### src/rtl/node_pkg.sv
`default_nettype none
// ----------------------------------------------------------------------------
// node_pkg : shared header layout and helpers for the fabric node interface
// Revision : 1.0
// ----------------------------------------------------------------------------
package node_pkg;

  localparam int ADDR_BITS  = 3;
  localparam int c_HDR_BITS = 4 * ADDR_BITS;

  // Bit offsets of each field inside the 12-bit header (header sits at the packet MSBs)
  localparam int c_DEST_X_OFS = 3 * ADDR_BITS;
  localparam int c_DEST_Y_OFS = 2 * ADDR_BITS;
  localparam int c_SRC_X_OFS  = 1 * ADDR_BITS;
  localparam int c_SRC_Y_OFS  = 0;

  typedef struct packed {
    logic [ADDR_BITS-1:0] destX;
    logic [ADDR_BITS-1:0] destY;
    logic [ADDR_BITS-1:0] srcX;
    logic [ADDR_BITS-1:0] srcY;
  } nodeHeader_t;

  function automatic nodeHeader_t buildHeader(input logic [ADDR_BITS-1:0] destX,
                                              input logic [ADDR_BITS-1:0] destY,
                                              input int                   srcX,
                                              input int                   srcY);
    nodeHeader_t hdr;
    hdr.destX = destX;
    hdr.destY = destY;
    hdr.srcX  = ADDR_BITS'(srcX);
    hdr.srcY  = ADDR_BITS'(srcY);
    return hdr;
  endfunction

  function automatic logic destInMesh(input logic [ADDR_BITS-1:0] destX,
                                      input logic [ADDR_BITS-1:0] destY,
                                      input int                   xNodes,
                                      input int                   yNodes);
    return ($unsigned(xNodes) > 32'(destX)) && ($unsigned(yNodes) > 32'(destY));
  endfunction

  function automatic logic isLocal(input nodeHeader_t hdr, input int xLoc, input int yLoc);
    return (hdr.destX == ADDR_BITS'(xLoc)) && (hdr.destY == ADDR_BITS'(yLoc));
  endfunction

endpackage
`default_nettype wire

### src/rtl/node_if.sv
`default_nettype none
// ----------------------------------------------------------------------------
// node_if : client TX/RX handshakes plus the router-facing port of one node
// Revision : 1.0
// ----------------------------------------------------------------------------
interface node_if
  import node_pkg::*;
#(
  parameter int FIFO_WIDTH = 64
) ();

  logic [FIFO_WIDTH-c_HDR_BITS-1:0] txPayload;
  logic [ADDR_BITS-1:0]             txDestX;
  logic [ADDR_BITS-1:0]             txDestY;
  logic                             txValid;
  logic                             txReady;

  logic [FIFO_WIDTH-1:0]            nodeToNetworkData;
  logic                             nodeToNetworkWriteRequest;
  logic                             nodeToNetworkHoldRequest;
  logic [FIFO_WIDTH-1:0]            networkToNodeData;
  logic                             networkToNodeWriteRequest;
  logic                             networkToNodeHoldRequest;

  logic [FIFO_WIDTH-1:0]            rxData;
  logic                             rxValid;
  logic                             rxReady;

  modport master (
    input  txPayload, txDestX, txDestY, txValid,
    input  networkToNodeData, networkToNodeWriteRequest, networkToNodeHoldRequest,
    input  rxReady,
    output txReady,
    output nodeToNetworkData, nodeToNetworkWriteRequest, nodeToNetworkHoldRequest,
    output rxData, rxValid
  );

  modport slave (
    output txPayload, txDestX, txDestY, txValid,
    output networkToNodeData, networkToNodeWriteRequest, networkToNodeHoldRequest,
    output rxReady,
    input  txReady,
    input  nodeToNetworkData, nodeToNetworkWriteRequest, nodeToNetworkHoldRequest,
    input  rxData, rxValid
  );

endinterface
`default_nettype wire

### src/rtl/nic_fifo.sv
`default_nettype none
// ----------------------------------------------------------------------------
// nic_fifo : pointer FIFO (DEPTH power of 2, >= 2); head reads 0 when empty
// Revision : 1.0
// ----------------------------------------------------------------------------
module nic_fifo #(
  parameter int WIDTH = 64,
  parameter int DEPTH = 4
) (
  input  logic             clk,
  input  logic             reset,
  input  logic             push,
  input  logic             pop,
  input  logic [WIDTH-1:0] din,
  output logic [WIDTH-1:0] head,
  output logic             full,
  output logic             empty
);

  localparam int             c_AW      = $clog2(DEPTH);
  localparam logic [c_AW:0]  c_PTR_ONE = 1;

  logic [c_AW:0]    r_wrPtr;
  logic [c_AW:0]    r_rdPtr;
  logic [WIDTH-1:0] r_mem [DEPTH];
  logic             w_push;
  logic             w_pop;

  assign w_push = push && !full;
  assign w_pop  = pop && !empty;

  // Extra pointer MSB separates the full case from the empty case
  assign empty = (r_wrPtr == r_rdPtr);
  assign full  = (r_wrPtr[c_AW] != r_rdPtr[c_AW]) &&
                 (r_wrPtr[c_AW-1:0] == r_rdPtr[c_AW-1:0]);
  assign head  = empty ? '0 : r_mem[r_rdPtr[c_AW-1:0]];

  always_ff @(posedge clk or posedge reset) begin
    if (reset) begin
      r_wrPtr <= '0;
      r_rdPtr <= '0;
    end else begin
      if (w_push) r_wrPtr <= r_wrPtr + c_PTR_ONE;
      if (w_pop)  r_rdPtr <= r_rdPtr + c_PTR_ONE;
    end
  end

  always_ff @(posedge clk) begin
    if (w_push) r_mem[r_wrPtr[c_AW-1:0]] <= din;
  end

endmodule
`default_nettype wire

### src/rtl/node_interface.sv
`default_nettype none
// ----------------------------------------------------------------------------
// node_interface : node-side fabric endpoint with TX/RX FIFOs and statistics
// Revision : 1.0
// ----------------------------------------------------------------------------
module node_interface
  import node_pkg::*;
#(
  parameter int X_LOC       = 0,
  parameter int Y_LOC       = 0,
  parameter int X_NODES     = 3,
  parameter int Y_NODES     = 3,
  parameter int FIFO_WIDTH  = 64,
  parameter int FIFO_DEPTH  = 4,
  parameter int COUNT_WIDTH = 16
) (
  input  logic                   clk,
  input  logic                   reset,
  node_if.master                 bus,
  output logic [COUNT_WIDTH-1:0] txDropCount,
  output logic [COUNT_WIDTH-1:0] rxOverflowCount,
  output logic [COUNT_WIDTH-1:0] misrouteCount
);

  localparam logic [COUNT_WIDTH-1:0] c_CNT_MAX = '1;
  localparam logic [COUNT_WIDTH-1:0] c_CNT_ONE = 1;

  logic                  w_txFull, w_txEmpty, w_txAccept, w_txLegal, w_txPush, w_txDrop, w_txPop;
  logic [FIFO_WIDTH-1:0] w_txDin, w_txHead;
  logic                  w_rxFull, w_rxEmpty, w_rxPush, w_rxOverflow, w_rxMisroute, w_rxPop;
  logic [FIFO_WIDTH-1:0] w_rxHead;
  nodeHeader_t           w_txHdr, w_rxHdr;

  // TX: illegal destinations are consumed from the client but never stored
  assign w_txLegal  = destInMesh(bus.txDestX, bus.txDestY, X_NODES, Y_NODES);
  assign w_txAccept = bus.txValid && !w_txFull;
  assign w_txPush   = w_txAccept && w_txLegal;
  assign w_txDrop   = w_txAccept && !w_txLegal;
  assign w_txHdr    = buildHeader(bus.txDestX, bus.txDestY, X_LOC, Y_LOC);
  assign w_txDin    = {w_txHdr, bus.txPayload};

  // Router hold gates injection combinationally in the same cycle
  assign w_txPop    = !w_txEmpty && !bus.networkToNodeHoldRequest;

  assign bus.txReady                   = !w_txFull;
  assign bus.nodeToNetworkData         = w_txHead;
  assign bus.nodeToNetworkWriteRequest = w_txPop;

  nic_fifo #(.WIDTH(FIFO_WIDTH), .DEPTH(FIFO_DEPTH)) u_txFifo (
    .clk   (clk),
    .reset (reset),
    .push  (w_txPush),
    .pop   (w_txPop),
    .din   (w_txDin),
    .head  (w_txHead),
    .full  (w_txFull),
    .empty (w_txEmpty)
  );

  // RX: a write while full is lost even if the client pops in that cycle
  assign w_rxHdr      = nodeHeader_t'(bus.networkToNodeData[FIFO_WIDTH-1 -: c_HDR_BITS]);
  assign w_rxPush     = bus.networkToNodeWriteRequest && !w_rxFull;
  assign w_rxOverflow = bus.networkToNodeWriteRequest && w_rxFull;
  assign w_rxMisroute = w_rxPush && !isLocal(w_rxHdr, X_LOC, Y_LOC);
  assign w_rxPop      = !w_rxEmpty && bus.rxReady;

  assign bus.nodeToNetworkHoldRequest = w_rxFull;
  assign bus.rxValid                  = !w_rxEmpty;
  assign bus.rxData                   = w_rxHead;

  nic_fifo #(.WIDTH(FIFO_WIDTH), .DEPTH(FIFO_DEPTH)) u_rxFifo (
    .clk   (clk),
    .reset (reset),
    .push  (w_rxPush),
    .pop   (w_rxPop),
    .din   (bus.networkToNodeData),
    .head  (w_rxHead),
    .full  (w_rxFull),
    .empty (w_rxEmpty)
  );

  always_ff @(posedge clk or posedge reset) begin
    if (reset) begin
      txDropCount     <= '0;
      rxOverflowCount <= '0;
      misrouteCount   <= '0;
    end else begin
      if (w_txDrop && (txDropCount != c_CNT_MAX))
        txDropCount <= txDropCount + c_CNT_ONE;
      if (w_rxOverflow && (rxOverflowCount != c_CNT_MAX))
        rxOverflowCount <= rxOverflowCount + c_CNT_ONE;
      if (w_rxMisroute && (misrouteCount != c_CNT_MAX))
        misrouteCount <= misrouteCount + c_CNT_ONE;
    end
  end

endmodule
`default_nettype wire

### src/flat_wrapper.sv
// flat-port wrapper written by rule: the top's interface ports become plain ports
module node_interface_flat import node_pkg::*;
#(
  parameter int X_LOC       = 0,
  parameter int Y_LOC       = 0,
  parameter int X_NODES     = 3,
  parameter int Y_NODES     = 3,
  parameter int FIFO_WIDTH  = 64,
  parameter int FIFO_DEPTH  = 4,
  parameter int COUNT_WIDTH = 16
)
  (clk, reset, txDropCount, rxOverflowCount, misrouteCount, bus_txPayload, bus_txDestX, bus_txDestY, bus_txValid, bus_networkToNodeData, bus_networkToNodeWriteRequest, bus_networkToNodeHoldRequest, bus_rxReady, bus_txReady, bus_nodeToNetworkData, bus_nodeToNetworkWriteRequest, bus_nodeToNetworkHoldRequest, bus_rxData, bus_rxValid);
  node_if #(.FIFO_WIDTH(FIFO_WIDTH)) bus_i ();
  input  logic clk;
  input  logic reset;
  output logic [COUNT_WIDTH-1:0] txDropCount;
  output logic [COUNT_WIDTH-1:0] rxOverflowCount;
  output logic [COUNT_WIDTH-1:0] misrouteCount;
  input wire logic [$bits(bus_i.txPayload)-1:0] bus_txPayload;
  input wire logic [$bits(bus_i.txDestX)-1:0] bus_txDestX;
  input wire logic [$bits(bus_i.txDestY)-1:0] bus_txDestY;
  input wire logic [$bits(bus_i.txValid)-1:0] bus_txValid;
  input wire logic [$bits(bus_i.networkToNodeData)-1:0] bus_networkToNodeData;
  input wire logic [$bits(bus_i.networkToNodeWriteRequest)-1:0] bus_networkToNodeWriteRequest;
  input wire logic [$bits(bus_i.networkToNodeHoldRequest)-1:0] bus_networkToNodeHoldRequest;
  input wire logic [$bits(bus_i.rxReady)-1:0] bus_rxReady;
  output wire logic [$bits(bus_i.txReady)-1:0] bus_txReady;
  output wire logic [$bits(bus_i.nodeToNetworkData)-1:0] bus_nodeToNetworkData;
  output wire logic [$bits(bus_i.nodeToNetworkWriteRequest)-1:0] bus_nodeToNetworkWriteRequest;
  output wire logic [$bits(bus_i.nodeToNetworkHoldRequest)-1:0] bus_nodeToNetworkHoldRequest;
  output wire logic [$bits(bus_i.rxData)-1:0] bus_rxData;
  output wire logic [$bits(bus_i.rxValid)-1:0] bus_rxValid;
  assign bus_i.txPayload = bus_txPayload;
  assign bus_i.txDestX = bus_txDestX;
  assign bus_i.txDestY = bus_txDestY;
  assign bus_i.txValid = bus_txValid;
  assign bus_i.networkToNodeData = bus_networkToNodeData;
  assign bus_i.networkToNodeWriteRequest = bus_networkToNodeWriteRequest;
  assign bus_i.networkToNodeHoldRequest = bus_networkToNodeHoldRequest;
  assign bus_i.rxReady = bus_rxReady;
  assign bus_txReady = bus_i.txReady;
  assign bus_nodeToNetworkData = bus_i.nodeToNetworkData;
  assign bus_nodeToNetworkWriteRequest = bus_i.nodeToNetworkWriteRequest;
  assign bus_nodeToNetworkHoldRequest = bus_i.nodeToNetworkHoldRequest;
  assign bus_rxData = bus_i.rxData;
  assign bus_rxValid = bus_i.rxValid;
  node_interface #(.X_LOC(X_LOC), .Y_LOC(Y_LOC), .X_NODES(X_NODES), .Y_NODES(Y_NODES), .FIFO_WIDTH(FIFO_WIDTH), .FIFO_DEPTH(FIFO_DEPTH), .COUNT_WIDTH(COUNT_WIDTH)) u_core (.clk(clk), .reset(reset), .bus(bus_i), .txDropCount(txDropCount), .rxOverflowCount(rxOverflowCount), .misrouteCount(misrouteCount));
endmodule
### config.mk
export PLATFORM = sky130hd
export DESIGN_NAME = node_interface_flat
export DESIGN_NICKNAME = d
export VERILOG_FILES = /design/src/rtl/node_pkg.sv /design/src/rtl/node_if.sv /design/src/rtl/nic_fifo.sv /design/src/rtl/node_interface.sv /design/src/flat_wrapper.sv
export SDC_FILE = /design/constraint.sdc
export NUM_CORES = 1
export LEC_CHECK = 0
export CORE_ASPECT_RATIO = 0.75
export CORE_MARGIN = 1
export CORE_UTILIZATION = 40
export DETAILED_ROUTE_END_ITERATION = 7
export PLACE_DENSITY = 0.72
export SYNTH_ARGS = -nofsm -noshare
export SYNTH_HDL_FRONTEND = slang
export SYNTH_SLANG_ARGS = --single-unit
### constraint.sdc
create_clock -name clk -period 4.4 [get_ports clk]
set_input_delay 0.66 -clock clk [delete_from_list [all_inputs] [get_ports clk]]
set_output_delay 0.66 -clock clk [all_outputs]
set_load 0.02 [all_outputs]
==> qor.csv <==
stage;metric;value;unit
hold_path;critical hold path startpoint;u_core.txDropCount[11]$_DFFE_PP0P_;
clocking;htree depth;2;
timing;Max-slew headroom;0.380;
worst_setup_path;Worst R2R End;u_core.u_txFifo.r_mem[3][23]$_DFFE_PP_;
place;routability cong.;0.777;
drt;Routed Antenna Nets;0;
pwr;PnR Total Power;0.0194;W
grt;largest net degree at the start of global routing;67;
drt;TritonRoute pass-1 iters;5;
grt;initial antenna violation count;1;
worst_setup_path;R2R depth;5;
logic_synthesis;Synth area leaders;edfxtp_1 (68%), mux4_2 (13%), dfrtp_1 (7.0%);
timing;Tcrit/Tclk final;0.846;
floorplan;starting density of the core;0.404;
place;Placed Area;0.0256;mm^2
logic_synthesis;Seq/Total Area, Yosys;0.754;
logic_synthesis;Synth top area share;0.684;
clocking;post-cts resize count;0;
floorplan;Core ar.;0.0530;mm^2
place;setup slack at placement;0.760;ns
logic_synthesis;synthesized area;0.0214;mm^2
timing;worst-margin pin slew;0.928;ns
drt;via count;10800;
clocking;TritonCTS clock tree;yes;
worst_setup_path;CP arrival;3.06;ns
final_layout;commonest non-fill, non-tap cells in the layout;edfxtp_1 (488), clkdlybuf4s50_1 (301), mux4_2 (122);
floorplan;Die X;269;um
timing;setup TNS;0;ns
timing;Setup WS post-layout;0.675;ns
hold_path;destination of the worst hold path;u_core.txDropCount[11]$_DFFE_PP0P_;
worst_setup_path;worst endpoint required time;3.74;ns
timing;final setup fails;0;
timing;fmax;0.268;GHz
final_layout;Design Area, Final;0.0272;mm^2
job;Max Cap Viol;0;
place;IO buf count;301;
logic_synthesis;Synth area leader;edfxtp_1;
logic_synthesis;synthesized flop and latch total;548;
logic_synthesis;Async SR Flop Fraction;0.109;
clocking;clk sink count;548;
timing;fin crit period;3.72;ns
logic_synthesis;Mean Syn Cell Area;20.2;um^2
final_layout;fraction of layout cells with a size suffix above 1;0.174;
worst_setup_path;Startpoint Class;flip-flop;
clocking;Inserted Clock Buffers;53;
grt;global-route wire length before repair;68.6;mm
floorplan;full die area;0.0545;mm^2
clocking;Root Driver;clkbuf_16;
timing;Final Hold Vio Count;0;
final_layout;most common cell after layout, fill and taps aside;edfxtp_1;
clocking;clock buffer depth;3;
logic_synthesis;ys flop type;edfxtp_1;
logic_synthesis;EDFF count, synth;488;
logic_synthesis;Mapped Cells;1060;
timing;Final Max Tran Viols;0;
logic_synthesis;count of cell types in the netlist;40;
hold_path;Hold Path Stages;1;
grt;gr ovfl total;0;
clocking;Reg clk slew, reported paths;0.06;ns
final_layout;fill cell count;4221;
timing;unrepaired setup endpoints after global routing;false;
drt;DR iter-0 viols;777;
worst_setup_path;R2R Path Start;u_core.u_txFifo.r_rdPtr[0]$_DFFE_PP0P_;
grt;vias in the first global route;11400;
worst_setup_path;endpoint class of the critical path;primary output;
floorplan;site row count;73;
worst_setup_path;R2R Setup Slk;1.74;ns
final_layout;final core utilization;0.514;
final_layout;nets;1543;
drt;routed length per instance;20.8;um
outcome;status;completed;
drt;vias per inst;5.03;
floorplan;Ports;308;
final_layout;area delta synth->final;27.2;%
place;DP HPWL;28.5;mm
pwr;VDD IR max;0.000605;V
logic_synthesis;Yosys warning count;0;
timing;Layout Skew;0.0114;ns
worst_setup_path;CP Class;flip-flop to primary output;
drt;Post-Route WL;44.9;mm
clocking;Worst-Skew Late Latency;0.58;ns
floorplan;die height;202;um
hold_path;Hold WC Path Type;flip-flop to flip-flop;
grt;Total GRT Usage;0.164;
worst_setup_path;CP max FO;29;
pwr;leak pwr;9.14;nW
clocking;Post-CTS Hold Fix Bufs;0;
drt;DRC viols;0;
pwr;Cell Pwr Density;711;mW/mm^2
clocking;Setup Fix Bufs, Post-CTS;0;
-- worst max-delay path by stage --
| stage | start | to | cells past startpoint |
|---|---|---|---|
| 2_1_floorplan | bus_txDestY[1] | u_core.u_txFifo.r_mem[3][0]$_DFFE_PP_ | 4 |
| 3_3_place_gp | bus_txDestY[1] | u_core.u_txFifo.r_mem[3][25]$_DFFE_PP_ | 6 |
| 3_5_place_dp | bus_txDestY[1] | u_core.u_txFifo.r_mem[3][6]$_DFFE_PP_ | 6 |
| 4_1_cts | u_core.u_rxFifo.r_rdPtr[0]$_DFFE_PP0P_ | bus_rxData[51] | 5 |
| 5_1_grt | u_core.u_txFifo.r_rdPtr[0]$_DFFE_PP0P_ | bus_nodeToNetworkData[13] | 6 |
| 6_report | u_core.u_txFifo.r_rdPtr[0]$_DFFE_PP0P_ | bus_nodeToNetworkData[49] | 6 |
-- report_power, final --
| group | leakage, nW | switching (W) | internal [W] | total (W) |
|---|---|---|---|---|
| Clock | 0.811 | 0.00190 | 0.00253 | 0.00444 |
| Sequential | 5.21 | 0.000301 | 0.00648 | 0.00678 |
| Combinational | 3.12 | 0.00421 | 0.00395 | 0.00816 |
| Total | 9.14 | 0.00641 | 0.0130 | 0.0194 |
-- registers in the layout, summed over array words and instances, names as in the netlist --
register                 count
u_core.u_rxFifo.r_mem      256
u_core.u_txFifo.r_mem      232
u_core.misrouteCount        16
u_core.rxOverflowCount      16
u_core.txDropCount          16
u_core.u_rxFifo.r_rdPtr      3
u_core.u_rxFifo.r_wrPtr      3
u_core.u_txFifo.r_rdPtr      3
u_core.u_txFifo.r_wrPtr      3
-- layer usage --
layer,wire length (um),share of wire,global-route usage,up-vias
li1,-,-,-,4875
met1,19600,0.44,0.225,5668
met2,22300,0.50,0.266,250
met3,2250,0.050,0.0345,56
met4,826,0.018,0.0484,0
met5,0,0,0,-
-- cell usage after synthesis (2+ instances only) --
library cell and number:
nand3b_1 2, nor4_1 5, and4_1 4, buf_1 4
xor2_1 24, mux4_2 122, mux2_2 6, buf_4 7
edfxtp_1 488, and2_1 79, inv_1 9, a21oi_1 2
buf_2 15, clkbuf_1 24, nor3_1 5, dfrtp_1 60
nor2_1 12, nor2b_1 57, and3_1 10, nand3_1 17
xnor2_1 31, nor3b_1 3, ha_1 13, o21ai_0 2
nand4_1 19, nand2_1 26
-- cells by family (layout without fill, tap and decap cells) --
kind of cell	after synthesis	in the layout	synth area share
mux	129	129	0.132
fa+ha+maj	13	13	0.00759
xor+xnor	55	55	0.0225
buf+inv	60	441	0.0130
compound gates	8	8	0.00269
other cells	1	7	0.000175
flops	548	548	0.754
simple gates	246	246	0.0676
-- through the flow --
stage,hold WS [ns],instances
3_5_place_dp,0.479,2059
4_1_cts,0.493,2158
2_1_floorplan,0.460,1065
6_report,0.493,2159
5_1_grt,0.501,2158
3_3_place_gp,0.473,2059
-- layout make-up --
class / count / area [um^2] / area share
multi-input combinational: 457 / 5020 / 0.184
sequential: 548 / 16200 / 0.593
timing repair buffer: 333 / 3440 / 0.126
clock inverter: 29 / 263 / 0.00964
antenna: 1 / 2.50 / 0.0000918
inverter: 9 / 33.8 / 0.00124
clock buffer: 70 / 1430 / 0.0526
tap: 712 / 891 / 0.0327
-- worst max-delay path: stages, from the launching register on --
cell and delay, ns:
dfrtp_4 0.49, xnor2_1 0.21, nand2_1 0.11, nor2_4 0.71, buf_4 0.32, nor2b_1 0.07, clkdlybuf4s50_1 0.56
(Power assumes the default switching activity.)
